===== src/rtl/word_serializer_pkg.sv =====
// Shared types and elaboration helpers for the word serializer unload stage.
package word_serializer_pkg;

  typedef enum logic [0:0] {
    ST_IDLE = 1'b0,
    ST_SEND = 1'b1
  } state_e;

  // Beat counter width; a single-beat word still gets a 1-bit counter.
  function automatic int cnt_width(input int width, input int chunk);
    int beats;
    beats = width / chunk;
    if (beats > 1) begin
      cnt_width = $clog2(beats);
    end else begin
      cnt_width = 1;
    end
  endfunction

endpackage


===== src/rtl/word_serializer_if.sv =====
// Load/stream bundle between a word source, the serializer and a narrow sink.
interface word_serializer_if #(
  parameter int WIDTH = 32,
  parameter int CHUNK = 8
);
  logic             load;
  logic [WIDTH-1:0] d;
  logic             in_ready;
  logic             out_valid;
  logic             out_ready;
  logic [CHUNK-1:0] out_data;
  logic             out_last;

  modport master (
    output load, d, out_ready,
    input  in_ready, out_valid, out_data, out_last
  );

  modport slave (
    input  load, d, out_ready,
    output in_ready, out_valid, out_data, out_last
  );
endinterface


===== src/rtl/word_serializer_shift_reg.sv =====
// Chunk-wide shift register: parallel load, shift toward the output end, sync clear.
module word_shift_reg #(
  parameter int WIDTH     = 32,
  parameter int CHUNK     = 8,
  parameter bit MSB_FIRST = 1'b0
) (
  input  logic             clk,
  input  logic             clr,
  input  logic             load,
  input  logic             shift,
  input  logic [WIDTH-1:0] d,
  output logic [CHUNK-1:0] chunk_out
);

  logic [WIDTH-1:0] sh_r;
  logic [WIDTH-1:0] shifted_s;

  // Vacated bits fill with zero, so a fully drained register reads as zero.
  generate
    if (WIDTH == CHUNK) begin : g_single
      assign shifted_s = {WIDTH{1'b0}};
      assign chunk_out = sh_r;
    end else if (MSB_FIRST) begin : g_msb
      assign shifted_s = {sh_r[WIDTH-CHUNK-1:0], {CHUNK{1'b0}}};
      assign chunk_out = sh_r[WIDTH-1 -: CHUNK];
    end else begin : g_lsb
      assign shifted_s = {{CHUNK{1'b0}}, sh_r[WIDTH-1:CHUNK]};
      assign chunk_out = sh_r[CHUNK-1:0];
    end
  endgenerate

  // Clear dominates load, load dominates shift.
  always_ff @(posedge clk) begin
    if (clr) begin
      sh_r <= {WIDTH{1'b0}};
    end else if (load) begin
      sh_r <= d;
    end else if (shift) begin
      sh_r <= shifted_s;
    end else begin
      sh_r <= sh_r;
    end
  end

endmodule


===== src/rtl/word_serializer.sv =====
// Captures a wide word on load and unloads it as WIDTH/CHUNK beats over valid/ready.
module word_serializer
  import word_serializer_pkg::*;
#(
  parameter int WIDTH     = 32,
  parameter int CHUNK     = 8,
  parameter bit MSB_FIRST = 1'b0
) (
  input  logic clk,
  input  logic rst,
  word_serializer_if.slave bus
);

  localparam int BEATS = WIDTH / CHUNK;
  localparam int CW    = cnt_width(WIDTH, CHUNK);

  localparam logic [0:0]    IDLE     = ST_IDLE;
  localparam logic [0:0]    SEND     = ST_SEND;
  localparam logic [CW-1:0] LAST_CNT = CW'(BEATS - 1);

  generate
    if ((CHUNK < 1) || (CHUNK > WIDTH) || ((WIDTH % CHUNK) != 0)) begin : g_param_check
      $error("word_serializer: WIDTH must be a positive multiple of CHUNK");
    end
  endgenerate

  logic [0:0]       state_r;
  logic [CW-1:0]    cnt_r;
  logic             hs_s;
  logic             last_s;
  logic             in_ready_s;
  logic             load_acc_s;
  logic             shift_s;
  logic [CHUNK-1:0] chunk_s;

  // Handshake decode; in_ready deliberately looks through out_ready so the
  // next word can be taken on the same edge the last beat leaves.
  always_comb begin
    last_s     = (state_r == SEND) && (cnt_r == LAST_CNT);
    hs_s       = (state_r == SEND) && bus.out_ready;
    in_ready_s = !rst && ((state_r == IDLE) || (hs_s && last_s));
    load_acc_s = bus.load && in_ready_s;
    shift_s    = hs_s && !load_acc_s;
  end

  // Control FSM and beat counter.
  always_ff @(posedge clk) begin
    if (rst) begin
      state_r <= IDLE;
      cnt_r   <= {CW{1'b0}};
    end else if (load_acc_s) begin
      state_r <= SEND;
      cnt_r   <= {CW{1'b0}};
    end else begin
      case (state_r)
        IDLE: begin
          state_r <= IDLE;
          cnt_r   <= cnt_r;
        end
        SEND: begin
          if (hs_s && last_s) begin
            state_r <= IDLE;
            cnt_r   <= {CW{1'b0}};
          end else if (hs_s) begin
            state_r <= SEND;
            cnt_r   <= cnt_r + CW'(1);
          end else begin
            state_r <= SEND;
            cnt_r   <= cnt_r;
          end
        end
        default: begin
          state_r <= IDLE;
          cnt_r   <= {CW{1'b0}};
        end
      endcase
    end
  end

  word_shift_reg #(
    .WIDTH    (WIDTH),
    .CHUNK    (CHUNK),
    .MSB_FIRST(MSB_FIRST)
  ) u_shift (
    .clk      (clk),
    .clr      (rst),
    .load     (load_acc_s),
    .shift    (shift_s),
    .d        (bus.d),
    .chunk_out(chunk_s)
  );

  assign bus.in_ready  = in_ready_s;
  assign bus.out_valid = (state_r == SEND);
  assign bus.out_last  = last_s;
  assign bus.out_data  = chunk_s;

endmodule

===== src/flat_wrapper.sv =====
// flat-port wrapper written by rule: the top's interface ports become plain ports
module word_serializer_flat import word_serializer_pkg::*;
#(
  parameter int WIDTH     = 32,
  parameter int CHUNK     = 8,
  parameter bit MSB_FIRST = 1'b0
)
  (clk, rst, bus_load, bus_d, bus_out_ready, bus_in_ready, bus_out_valid, bus_out_data, bus_out_last);
  word_serializer_if #(.WIDTH(WIDTH), .CHUNK(CHUNK)) bus_i ();
  input  logic clk;
  input  logic rst;
  input wire logic [$bits(bus_i.load)-1:0] bus_load;
  input wire logic [$bits(bus_i.d)-1:0] bus_d;
  input wire logic [$bits(bus_i.out_ready)-1:0] bus_out_ready;
  output wire logic [$bits(bus_i.in_ready)-1:0] bus_in_ready;
  output wire logic [$bits(bus_i.out_valid)-1:0] bus_out_valid;
  output wire logic [$bits(bus_i.out_data)-1:0] bus_out_data;
  output wire logic [$bits(bus_i.out_last)-1:0] bus_out_last;
  assign bus_i.load = bus_load;
  assign bus_i.d = bus_d;
  assign bus_i.out_ready = bus_out_ready;
  assign bus_in_ready = bus_i.in_ready;
  assign bus_out_valid = bus_i.out_valid;
  assign bus_out_data = bus_i.out_data;
  assign bus_out_last = bus_i.out_last;
  word_serializer #(.WIDTH(WIDTH), .CHUNK(CHUNK), .MSB_FIRST(MSB_FIRST)) u_core (.clk(clk), .rst(rst), .bus(bus_i));
endmodule

===== config.mk =====
export PLATFORM = sky130hd
export DESIGN_NAME = word_serializer_flat
export DESIGN_NICKNAME = d
export VERILOG_FILES = /design/src/rtl/word_serializer_pkg.sv /design/src/rtl/word_serializer_if.sv /design/src/rtl/word_serializer_shift_reg.sv /design/src/rtl/word_serializer.sv /design/src/flat_wrapper.sv
export SDC_FILE = /design/constraint.sdc
export NUM_CORES = 1
export LEC_CHECK = 0
export CORE_MARGIN = 5
export CORE_UTILIZATION = 45
export CTS_BUF_LIST = sky130_fd_sc_hd__clkbuf_4 sky130_fd_sc_hd__clkbuf_8
export DETAILED_ROUTE_END_ITERATION = 10
export PLACE_DENSITY = 0.76
export SLEW_MARGIN = 10
export SYNTH_ARGS = -nofsm -noshare
export SYNTH_HDL_FRONTEND = slang
export SYNTH_SLANG_ARGS = --single-unit

===== constraint.sdc =====
create_clock -name clk -period 1.8 [get_ports clk]
set_input_delay 0.18 -clock clk [delete_from_list [all_inputs] [get_ports clk]]
set_output_delay 0.18 -clock clk [all_outputs]
set_load 0.01 [all_outputs]

==> impl_metrics.tcl, run 1 <==
set metrics [dict create \
    outcome "completed" \
    root_buffer "clkbuf_8" \
    syn_area_mm2 0.001700 \
    cts_tree "built" \
    grt_pass1_wl_um 6824 \
    antenna_found_initial 0 \
    finalSetupTns_ns 0 \
    fillCellCount 332 \
    setup.worst_path.end_class "primary output" \
    yosys_warnings 0 \
    slowest_delay_ns 0.33 \
    hold_path_class "in -> reg" \
    placementRows 22 \
    avgSynthCellArea_um2 9.191 \
    finalWirelength_um 4032 \
    worst-path-buf-inv 1 \
    worstPathCellList "ha_2 > a21boi_0 > nor2_1 > dlygate4sd2_1" \
    grt_max_degree 27 \
    die-area_mm2 0.005108 \
    drc_errors 0 \
    cp_slowest_cell "dfxtp_1" \
    drtIter0Drc 150 \
    cts_buffers 5 \
    required_ns 1.62 \
    die_w_um 71.47 \
    syn-instance-count 185 \
    fin_skew_ns 0.003417 \
    ctsHtreeMaxLevel 2 \
    p_leak_nw 1.025 \
    drv_cap 0 \
    layout_common_cells "44 x clkdlybuf4s50_1, 35 x dfxtp_1" \
    grt_pass1_vias 1567 \
    hp-start "bus_d[19]" \
    power_density_mw_per_mm2 819.2 \
    gp_congestion 0.7911 \
    place_hpwl_um 2915 \
    yosysTopAreaCell "dfxtp_1" \
    setup.worst_path.class "reg -> out" \
    final_common_cell "clkdlybuf4s50_1" \
    clock_sinks 35 \
    fin_crit_ns 1.601 \
    insertedDiodeCount 0 \
    whs_ns 0.4323 \
    routedWlPerCell_um 14.88 \
    cp_data_arrival_time_ns 1.42 \
    power_mw 1.843 \
    path_max_fanout 5 \
    die_y_um 71.47 \
    placedCellCount 263 \
    synthDistinctLibCells 25 \
    io_buffer_count 46 \
    layout-drive-gt1-share_pct 10.76 \
    synth-seq-cells 35 \
    reg2reg_from "u_core.cnt_r[0]" \
    nNetsFinal 259 \
    fin_crit_sh_pct 88.95 \
    clk_latency_ns 0.29 \
    worst_pin_slew_ns 0.5309 \
    drt-vias-per-instance 5.583 \
    clk_pin_slew_ns 0.06 \
    synth.area.top_cells "dfxtp_1 41%, a221oi_1 12%, a211oi_1 11%" \
    yosysTopAreaCellShare_pct 41.21 \
    ctsHoldBuffers 0 \
    hold_viol_final 0 \
    gr-usage-all-layers_pct 16.57 \
    overflow 0 \
    post_cts_buffers 0 \
    sw_frac_of_total_pct 24.61 \
    p_switching_uw 453.6 \
    worstSetupStartpoint "u_core.cnt_r[0]" \
    maxSlewViolCount 0 \
    cp-start-kind "flop" \
    rsz0062_at_grt "no" \
    area_delta_synth_final_pct 32.30 \
    ys_seq_area_share_pct 41.21 \
    final_cells 271 \
    fmax_mhz 624.6 \
    crit_family "flip-flops" \
    synth_fp_nets 222 \
    via_count 1513 \
    first_pass_iters 4 \
    start_util_pct 46.45 \
    clk_path_buf_depth 2 \
    fp.coreArea_mm2 0.003661 \
    final-setup-viol-count 0 \
    p_int_mw 1.389 \
    drtAntennaViolNets 0 \
    ir_worst_vdd_mv 0.5428 \
    seqPwrFrac_pct 46.9 \
    pwr-share-comb_pct 18.3 \
    post_cts_resized 2 \
    ios 47 \
    slew_headroom_pct 64.54 \
    clkPwrFrac_pct 34.8 \
]
## sequential cells by signal (all words and copies together) (netlist names)
register              cells
u_core.bus.out_valid      1
u_core.cnt_r              2
u_core.u_shift.sh_r      32
## worst paths after layout
path,slack [ns],cells past startpoint,to
max,0.20,4,bus_in_ready
min,0.43,3,u_core.u_shift.sh_r[19]
max reg2reg,0.25,5,u_core.u_shift.sh_r[31]
min reg2reg,0.48,1,u_core.u_shift.sh_r[28]
## worst register-to-register path: stages, from the launching register on
cell	delay, ns
dfxtp_1	0.36
ha_2	0.23
a21boi_0	0.12
buf_4	0.16
nor3b_2	0.43
a22o_1	0.20
## cells in the mapped netlist
cell type,instances
nor3b_2,1
nor2b_1,1
ha_1,1
a221oi_1,24
and2_1,1
a211oi_1,24
inv_1,24
nor3_1,2
a211oi_2,1
a21oi_1,1
mux2i_1,1
and4b_1,1
a21boi_0,1
buf_4,8
buf_1,1
and3_1,24
dfxtp_1,35
buf_6,4
clkbuf_1,12
nand2_1,1
a22o_1,8
nor2_1,4
a21bo_1,1
buf_2,3
and2_4,1
## through the flow
| stage | worst slack (ns) | util (%) | area, um2 |
|---|---|---|---|
| after global routing | 0.04178 | 61.45 | 2250 |
| after floorplan | 0.3083 | - | 1700 |
| after global placement | 0.1128 | 58.51 | 2142 |
| final | 0.1990 | 61.45 | 2250 |
| after detailed placement | 0.06409 | 58.51 | 2142 |
| after CTS | 0.04810 | 61.38 | 2247 |
## cells by family (layout without fill, tap and decap cells)
kind of cell    count (synthesis)  count (layout)  synth area share [%]
buf+inv                        52              90                 15.23
fa+ha+maj                       1               1                0.7357
flops                          35              35                 41.21
compound gates                 60              60                 29.14
simple gates                   36              36                 13.10
mux                             1               1                0.5887
## power groups by stage
stage	Sequential, mW	Clock (mW)	Combinational (mW)
final	0.864	0.641	0.337
after CTS	0.863	0.661	0.339
after global placement	0.877	0	0.330
after floorplan	0.870	0	0.213
after global routing	0.870	0.681	0.372
after detailed placement	0.881	0	0.339
## area by class of cell
| type | instances | area (um2) | area share, % |
|---|---|---|---|
| Clock buffer | 8 | 103.9 | 4.616 |
| Inverter | 24 | 90.09 | 4.004 |
| Multi-Input combinational cell | 98 | 743.2 | 33.04 |
| Sequential cell | 35 | 700.7 | 31.15 |
| Tap cell | 48 | 60.06 | 2.670 |
| Timing Repair Buffer | 58 | 551.8 | 24.53 |
## routing by layer
metal	vias to the layer above	GRT usage [%]	routed length [um]
met4	0	7.516	72
li1	757	-	-
met1	689	17.98	1716
met5	-	0	0
met3	7	6.311	313
met2	60	28.47	1931
(Power assumes the default switching activity.)
==> inputs of run 2 (changes only) <==
--- a/config.mk
+++ b/config.mk
@@ -5,6 +5,7 @@
 export SDC_FILE = /design/constraint.sdc
 export NUM_CORES = 1
 export LEC_CHECK = 0
+export CORE_ASPECT_RATIO = 2
 export CORE_MARGIN = 5
 export CORE_UTILIZATION = 45
 export CTS_BUF_LIST = sky130_fd_sc_hd__clkbuf_4 sky130_fd_sc_hd__clkbuf_8
==> impl_metrics.tcl, run 2 (synthesis gave the netlist of run 1 again) <==
set metrics [dict create \
    clk_latency_ns 0.29 \
    area_delta_synth_final_pct 30.02 \
    final_common_cell "clkdlybuf4s50_1" \
    nNetsFinal 256 \
    whs_path_depth 3 \
    finalWirelength_um 4020 \
    die_w_um 53.47 \
    maxSlewViolCount 0 \
    antenna_found_initial 0 \
    required_ns 1.62 \
    regMostFlops "u_core.u_shift.sh_r" \
    gp_congestion 0.7253 \
    setup.worst_path.end_class "primary output" \
    ir_worst_vdd_mv 0.5673 \
    slowest_delay_ns 0.53 \
    post_cts_buffers 0 \
    grt_pass1_wl_um 6955 \
    met2_length_um 2160 \
    post_cts_resized 2 \
    cp_data_arrival_time_ns 1.56 \
    clk_path_buf_depth 2 \
    die_y_um 96.93 \
    via_count 1520 \
    routedWlPerCell_um 15.06 \
    layout_common_cells "45 x clkdlybuf4s50_1, 35 x dfxtp_1" \
    cts_tree "built" \
    ios 47 \
    fin_crit_ns 1.736 \
    grt_max_degree 29 \
    ctsHoldBuffers 0 \
    p_leak_nw 0.9826 \
    worst_pin_slew_ns 0.5115 \
    place_hpwl_um 2826 \
    hp-start "bus_d[0]" \
    root_buffer "clkbuf_8" \
    hold_viol_final 0 \
    insertedDiodeCount 0 \
    rrSetupSlack_ns 0.23 \
    placementRows 31 \
    hold_path_class "in -> reg" \
    path_max_fanout 5 \
    fin_skew_ns 0.006900 \
    slew_headroom_pct 65.75 \
    worstSetupStartpoint "u_core.cnt_r[0]" \
    cp-start-kind "flop" \
    wl_met1_um 1542 \
    cts_buffers 5 \
    dr.max_layer_used "met4" \
    drtAntennaViolNets 0 \
    pre_cts_ws_ns 0.1090 \
    io_buffer_count 46 \
    drc_errors 0 \
    crit_family "buffers and inverters" \
    wl_met3_um 236 \
    r2r_cells 5 \
    largest_register_ffs 32 \
    drtIter0Drc 46 \
    rsz0062_at_grt "no" \
    clk_pin_slew_ns 0.07 \
    cp_slowest_cell "clkdlybuf4s50_1" \
    drt-vias-per-instance 5.693 \
    outcome "completed" \
    overflow 0 \
    worstPathCellList "ha_2 > and2_1 > clkdlybuf4s50_1" \
    setup.worst_path.class "reg -> out" \
    fillCellCount 346 \
    gr-usage-all-layers_pct 17.51 \
    reg2reg_from "u_core.cnt_r[0]" \
    fin_crit_sh_pct 96.47 \
    final-setup-viol-count 0 \
    fmax_mhz 575.9 \
    clock_sinks 35 \
    ctsHtreeMaxLevel 2 \
    setup_ws_ns 0.06351 \
    finalSetupTns_ns 0 \
    die-area_mm2 0.005182 \
    fp.coreArea_mm2 0.003646 \
    grt_pass1_vias 1544 \
    drv_cap 0 \
    worst-path-buf-inv 1 \
    rr_endpoint "u_core.u_shift.sh_r[30]" \
    first_pass_iters 4 \
    hold_end "u_core.u_shift.sh_r[0]" \
    layout-drive-gt1-share_pct 8.716 \
    start_util_pct 46.64 \
    power_density_mw_per_mm2 785.5 \
]
run 2: cell types whose count changed in the layout (fill, tap and decap cells not counted):
cell / before / now
clkdlybuf4s50_1: 44 / 45
buf_4: 12 / 8
clkbuf_8: 7 / 5
buf_12: 0 / 1
dlymetal6s2s_1: 1 / 0
run 2: cell type report:
class / instances / area (um2) / area share [%]
Multi-Input combinational cell: 98 / 743.2 / 33.62
Clock buffer: 6 / 76.32 / 3.452
Tap cell: 49 / 61.31 / 2.773
Timing Repair Buffer: 55 / 539.3 / 24.39
Inverter: 24 / 90.09 / 4.075
Sequential cell: 35 / 700.7 / 31.69
run 2: worst register-to-register path, delay by kind of cell (launching register included):
kind                     cells  cell delay (ns)
AND/OR/NAND/NOR              1             0.44
flip-flops                   1             0.37
AO/OA/AOI/OAI                2             0.32
adder cells (fa/ha/maj)      1             0.23
buffers and inverters        1             0.15
run 2: metrics by stage:
stage,area (um2),utilization [%],hold WS (ns),total power [mW],instances
after floorplan,1700,-,0.3057,1.083,185
after global placement,2133,58.51,0.4560,1.207,261
after detailed placement,2133,58.51,0.4612,1.220,261
after CTS,2211,60.64,0.4350,1.752,267
after global routing,2211,60.64,0.4413,1.815,267
final,2211,60.64,0.4346,1.737,267
run 2: worst max-delay path by stage:
stage / endpoint / slack [ns] / cells past startpoint
2_1_floorplan: u_core.u_shift.sh_r[10] / 0.31 / 6
3_3_place_gp: bus_in_ready / 0.14 / 4
3_5_place_dp: u_core.u_shift.sh_r[25] / 0.11 / 5
4_1_cts: bus_out_last / 0.05 / 3
5_1_grt: bus_out_last / 0.006 / 3
6_report: bus_out_last / 0.06 / 3
run 2: power by group:
part	total, mW	leakage (nW)	switching [mW]	internal, mW
registers	0.862	0.289	0.0295	0.833
logic	0.338	0.653	0.147	0.191
clock network	0.536	0.0406	0.264	0.273
run 2: metal layers:
metal,up-vias,global-route usage [%]
li1,742,-
met1,726,19.67
met2,45,29.14
met3,7,5.077
met4,0,7.677
met5,-,0
